==> src/rtl/multicycle_ctrl.sv <==
// Main control FSM for the multi-cycle MIPS datapath with memory req/ready watchdog.
// Optional performance counters are built when MULTICYCLE_PERF_CNT_EN is defined.
module multicycle_ctrl #(
    parameter int WAIT_MAX = 15,
    parameter int CNT_W    = 8
) (
    input  logic        clk_i,
    input  logic        rst_i,
    input  logic [5:0]  instr_op_i,
    input  logic        zero_i,
    input  logic        mem_ready_i,
    output logic        pc_write_o,
    output logic        ir_write_o,
    output logic        reg_write_o,
    output logic        mem_req_o,
    output logic        mem_we_o,
    output logic        iord_o,
    output logic        alu_src_a_o,
    output logic [1:0]  alu_src_b_o,
    output logic [2:0]  alu_op_o,
    output logic        reg_dst_o,
    output logic        mem_to_reg_o,
    output logic        pc_src_o,
    output logic        illegal_o,
    output logic        timeout_o,
    output logic [3:0]  state_o,
    output logic [31:0] cycle_cnt_o,
    output logic [31:0] retire_cnt_o
);

    typedef enum logic [3:0] {
        IDLE   = 4'd0,  FETCH  = 4'd1,  DECODE = 4'd2,  EXEC_R = 4'd3,
        EXEC_I = 4'd4,  BRANCH = 4'd5,  MADDR  = 4'd6,  MRD    = 4'd7,
        MWR    = 4'd8,  WB_R   = 4'd9,  WB_I   = 4'd10, WB_MEM = 4'd11,
        HALT   = 4'd15
    } state_t;

    localparam logic [5:0] OP_R     = 6'b000000;
    localparam logic [5:0] OP_ADDI  = 6'b001000;
    localparam logic [5:0] OP_SLTIU = 6'b001011;
    localparam logic [5:0] OP_LUI   = 6'b001111;
    localparam logic [5:0] OP_ORI   = 6'b001101;
    localparam logic [5:0] OP_BEQ   = 6'b000100;
    localparam logic [5:0] OP_BNE   = 6'b000101;
    localparam logic [5:0] OP_LW    = 6'b100011;
    localparam logic [5:0] OP_SW    = 6'b101011;

    // The wait that would be the WAIT_MAX-th consecutive unanswered request cycle
    localparam logic [CNT_W-1:0] WAIT_LAST = CNT_W'(WAIT_MAX - 1);

    state_t           state_q, state_d;
    logic [5:0]       op_q;
    logic [CNT_W-1:0] wait_q;
    logic             timeout_q;
    logic             mem_state;

    assign mem_state = (state_q == FETCH) || (state_q == MRD) || (state_q == MWR);
    assign state_o   = state_q;
    assign timeout_o = timeout_q;

    always_ff @(posedge clk_i or negedge rst_i) begin
        if (!rst_i) begin
            state_q   <= IDLE;
            op_q      <= '0;
            wait_q    <= '0;
            timeout_q <= 1'b0;
        end else begin
            state_q <= state_d;
            if (state_q == DECODE)
                op_q <= instr_op_i;
            if (mem_state && !mem_ready_i)
                wait_q <= wait_q + 1'b1;
            else
                wait_q <= '0;
            if (state_d == HALT)
                timeout_q <= 1'b1;
        end
    end

    always_comb begin
        state_d      = state_q;
        pc_write_o   = 1'b0;
        ir_write_o   = 1'b0;
        reg_write_o  = 1'b0;
        mem_req_o    = 1'b0;
        mem_we_o     = 1'b0;
        iord_o       = 1'b0;
        alu_src_a_o  = 1'b0;
        alu_src_b_o  = 2'd0;
        alu_op_o     = 3'd0;
        reg_dst_o    = 1'b0;
        mem_to_reg_o = 1'b0;
        pc_src_o     = 1'b0;
        illegal_o    = 1'b0;
        case (state_q)
            IDLE: state_d = FETCH;
            FETCH: begin
                mem_req_o   = 1'b1;
                alu_src_b_o = 2'd1;
                alu_op_o    = 3'd1;
                if (mem_ready_i) begin
                    ir_write_o = 1'b1;
                    pc_write_o = 1'b1;
                    state_d    = DECODE;
                end else if (wait_q == WAIT_LAST) begin
                    state_d = HALT;
                end
            end
            DECODE: begin
                alu_src_b_o = 2'd3;
                alu_op_o    = 3'd1;
                case (instr_op_i)
                    OP_R:                                   state_d = EXEC_R;
                    OP_ADDI, OP_SLTIU, OP_LUI, OP_ORI:      state_d = EXEC_I;
                    OP_BEQ, OP_BNE:                         state_d = BRANCH;
                    OP_LW, OP_SW:                           state_d = MADDR;
                    default: begin
                        illegal_o = 1'b1;
                        state_d   = FETCH;
                    end
                endcase
            end
            EXEC_R: begin
                alu_src_a_o = 1'b1;
                state_d     = WB_R;
            end
            EXEC_I: begin
                alu_src_a_o = 1'b1;
                alu_src_b_o = 2'd2;
                case (op_q)
                    OP_SLTIU: alu_op_o = 3'd2;
                    OP_LUI:   alu_op_o = 3'd4;
                    OP_ORI:   alu_op_o = 3'd5;
                    default:  alu_op_o = 3'd1;
                endcase
                state_d = WB_I;
            end
            BRANCH: begin
                alu_src_a_o = 1'b1;
                alu_op_o    = (op_q == OP_BNE) ? 3'd6 : 3'd3;
                pc_src_o    = 1'b1;
                pc_write_o  = ((op_q == OP_BEQ) && zero_i) || ((op_q == OP_BNE) && !zero_i);
                state_d     = FETCH;
            end
            MADDR: begin
                alu_src_a_o = 1'b1;
                alu_src_b_o = 2'd2;
                alu_op_o    = 3'd1;
                state_d     = (op_q == OP_SW) ? MWR : MRD;
            end
            MRD, MWR: begin
                mem_req_o = 1'b1;
                iord_o    = 1'b1;
                mem_we_o  = (state_q == MWR);
                if (mem_ready_i)
                    state_d = (state_q == MWR) ? FETCH : WB_MEM;
                else if (wait_q == WAIT_LAST)
                    state_d = HALT;
            end
            WB_R: begin
                reg_write_o = 1'b1;
                reg_dst_o   = 1'b1;
                state_d     = FETCH;
            end
            WB_I: begin
                reg_write_o = 1'b1;
                state_d     = FETCH;
            end
            WB_MEM: begin
                reg_write_o  = 1'b1;
                mem_to_reg_o = 1'b1;
                state_d      = FETCH;
            end
            HALT:    state_d = HALT;
            default: state_d = IDLE;
        endcase
    end

`ifdef MULTICYCLE_PERF_CNT_EN
    logic [31:0] cycle_q, retire_q;
    logic        retire;

    // Only completed instructions retire; an illegal opcode leaves DECODE without counting
    assign retire = (state_d == FETCH) &&
                    ((state_q == WB_R) || (state_q == WB_I) || (state_q == WB_MEM) ||
                     (state_q == BRANCH) || (state_q == MWR));

    always_ff @(posedge clk_i or negedge rst_i) begin
        if (!rst_i) begin
            cycle_q  <= '0;
            retire_q <= '0;
        end else begin
            if ((state_q != IDLE) && (state_q != HALT))
                cycle_q <= cycle_q + 32'd1;
            if (retire)
                retire_q <= retire_q + 32'd1;
        end
    end

    assign cycle_cnt_o  = cycle_q;
    assign retire_cnt_o = retire_q;
`else
    assign cycle_cnt_o  = '0;
    assign retire_cnt_o = '0;
`endif

endmodule

==> config.mk <==
export PLATFORM = sky130hd
export DESIGN_NAME = multicycle_ctrl
export DESIGN_NICKNAME = d
export VERILOG_FILES = /design/src/rtl/multicycle_ctrl.sv
export SDC_FILE = /design/constraint.sdc
export NUM_CORES = 1
export LEC_CHECK = 0
export CAP_MARGIN = 40
export CORE_MARGIN = 10
export CORE_UTILIZATION = 30
export CTS_BUF_LIST = sky130_fd_sc_hd__clkbuf_8
export DETAILED_ROUTE_END_ITERATION = 6
export GPL_TIMING_DRIVEN = 0
export PLACE_DENSITY = 0.63
export SLEW_MARGIN = 20
export SYNTH_ARGS = -nofsm -noshare
export SYNTH_HDL_FRONTEND = slang
export SYNTH_SLANG_ARGS = --single-unit
==> constraint.sdc <==
create_clock -name clk_i -period 1.5 [get_ports clk_i]
set_clock_uncertainty 0.1 [all_clocks]
set_input_delay 0.3 -clock clk_i [delete_from_list [all_inputs] [get_ports clk_i]]
set_output_delay 0.3 -clock clk_i [all_outputs]
set_load 0.005 [all_outputs]
==> flow_metrics.tcl, run 1 <==
set metrics [dict create \
    seq_area_frac_synth_pct 25.1 \
    clkTransAtPathRegs_ps 80 \
    io_buffers 30 \
    seqCellArea_um2 479 \
    avgRoutedWirePerCell_um 13.7 \
    yosys.area.top_type "buf_4" \
    drc 0 \
    core_mm2 0.00603 \
    cts_buffer_depth 2 \
    synth_cells 229 \
    via_per_inst 4.31 \
    maxSlewViolCount 0 \
    crit_path_start_kind "register" \
    drt-total-wl_mm 5.93 \
    ys_ff_latch 19 \
    root_buffer "clkbuf_8" \
    hold_buffers 0 \
    syn2layout_area_growth_pct 65.7 \
    crit_fanout 6 \
    numCtsBuffers 3 \
    place.detailed.hpwl_mm 4.11 \
    timing.fmax_mhz 514 \
    drive_above_1_share_pct 52.0 \
    nNetsFinal 371 \
    synthTopCellsByCount "buf_4, nor2_1, dfrtp_1, a21oi_1, nand2_1" \
    diodes 0 \
    cts_tree "built" \
    htreeDepth 1 \
    grt_use_total_pct 11.0 \
    syn_avg_cell_area_um2 8.26 \
    rsz0062_at_grt "yes" \
    setup_violations 34 \
    hp-class "input pin to asynchronous set/reset pin" \
    yosysWarnings 0 \
    path_class "register to output port" \
    dr.pass1.iters 4 \
    fin_util_pct 52.0 \
    finalCritPeriodShare_pct 130 \
    netlist_top_cells_area "buf_4, dfrtp_1, nor2_1" \
    p_leak_uw 0.00161 \
    status "finished, violations left" \
    synth_edf_count 0 \
    synth.most_common_cell "buf_4" \
    drtIter0Drc 93 \
    end_kind "output port" \
    grt_pass1_wl_mm 9.21 \
    n_fill_cell 562 \
    async_reset_ff_share_pct 100 \
    dieArea_mm2 0.00988 \
    dp.cells 398 \
    setup_slack_ps -446 \
    gp_congestion 0.843 \
    ant_nets 0 \
    p_per_area_mw_per_mm2 1200 \
    ios 95 \
    synth.distinct_cells 50 \
    synth_area_mm2 0.00189 \
    ys.flop_type "dfrtp_1" \
    num_vias 1868 \
    ir_worst_vdd_mv 0.730 \
    grt_pass1_vias 1888 \
    clkSinkCount 19 \
    netlist.area_leader.share_pct 26.2 \
    final_cells 433 \
    die_y_um 99.4 \
    hold_viol 0 \
    worstPathArrival_ps 1550 \
    start_util_pct 31.4 \
    grt_antenna_before_repair 0 \
    clk_latency_ps 260 \
    multiInputGateArea_mm2 0.00132 \
    die_width_um 99.4 \
    violations "negative setup slack" \
    grt_start_max_net_pins 14 \
    crit_required_ps 1100 \
    final.min_clock_period_ps 1950 \
    overflow 0 \
    core.rowCount 28 \
    drv_cap 0 \
]
[per-stage QoR]
step	cell area, um2	power [uW]	worst slack, ps	setup TNS [ps]	hold WS (ps)
2_1_floorplan	2180	1960	-156	-1320	-95.6
3_3_place_gp	2580	2580	-951	-14060	395
3_5_place_dp	2590	2600	-953	-13030	408
4_1_cts	2990	3460	-475	-9470	232
5_1_grt	3130	4000	-508	-10450	239
6_report	3130	3760	-446	-8610	209
[metal layers]
layer	track usage [%]	share of wire, %	wire length, um	vias to the layer above
met3	3.74	9.0	532	14
met1	12.7	41	2440	836
met2	18.7	48	2840	106
li1	-	-	-	912
met5	0	0	0	-
met4	3.42	1.9	115	0
[what timing repair did]
| item | in CTS | in global routing |
|---|---|---|
| gates cloned | 1 | 0 |
| buffers inserted | 24 | 8 |
| endpoints found under the setup margin | 40 | 36 |
| pin swaps | 24 | 18 |
| resized for setup | 125 | 43 |
[cells in the final DEF (no fill, tap or decap), drive strengths merged, types with 2 or more instances in the layout]
master,synthesis,final
and2,2,2
nand2b,3,3
nor4b,2,2
nand3,6,6
nand2,11,11
ha,2,2
buf,73,121
o21ai,11,11
a21oi,11,11
nor4,3,3
xnor2,2,2
a211oi,3,3
nor2,24,24
conb,1,64
dlygate4sd2,0,5
mux2,5,5
inv,8,8
nor3,7,7
clkdlybuf4s50,0,3
nand4b,2,2
or2,2,2
nor2b,2,2
clkdlybuf4s15,0,2
o311ai,2,2
xor2,7,7
nand3b,2,2
clkbuf,0,6
dfrtp,19,19
nand4,3,3
a21o,2,2
[report_power, final]
part           total, uW  switching (uW)  internal [uW]  leakage (uW)
clock                366             181            185     0.0000255
combinational       2590            1250           1350       0.00134
sequential           802             149            653      0.000245
[registers in the layout, summed over array words and instances, names as in the netlist]
name	flops
op_q	6
state_o	4
timeout_o	1
wait_q	8
[kinds of logic after synthesis]
kind of cell             share of synthesized area [%]
adder cells (fa/ha/maj)                           1.32
AND/OR/NAND/NOR                                   21.6
XOR/XNOR                                          4.17
buffers and inverters                             30.3
multiplexers                                      3.51
flip-flops                                        25.1
AO/OA/AOI/OAI                                     13.7
other                                            0.198
[path summary, 6_finish.rpt]
check / startpoint / to / slack [ps] / cells past startpoint
max in group asynchronous: rst_i / state_o[3] / 670 / 2
min: rst_i / state_o[2] / 210 / 1
min in group clk_i: instr_op_i[3] / op_q[3] / 250 / 2
max reg2reg: state_o[2] / timeout_o / -440 / 7
max: state_o[2] / iord_o / -450 / 6
min reg2reg: wait_q[0] / wait_q[0] / 430 / 1
[final cells by class]
type | instances | area share, %
clock buffer | 3 | 1.32
buffer | 72 | 18.8
timing repair buffer | 63 | 18.3
inverter | 8 | 1.12
clock inverter | 1 | 0.160
tap | 75 | 3.00
multi-input combinational | 192 | 42.1
sequential | 19 | 15.3
[worst max-delay path, stage by stage (launching register included)]
cell     delay [ps]
dfrtp_1         390
buf_6           140
buf_6           130
nor4b_4         290
buf_4           150
or2_4           100
buf_6            80
Power figures use the tool's default switching activity.
==> run 2: changes to the inputs <==
Settings changed: HOLD_SLACK_MARGIN from default to 0.06.
==> results of run 2 <==
The final DEF is identical to that of run 1; final timing and power are the same.
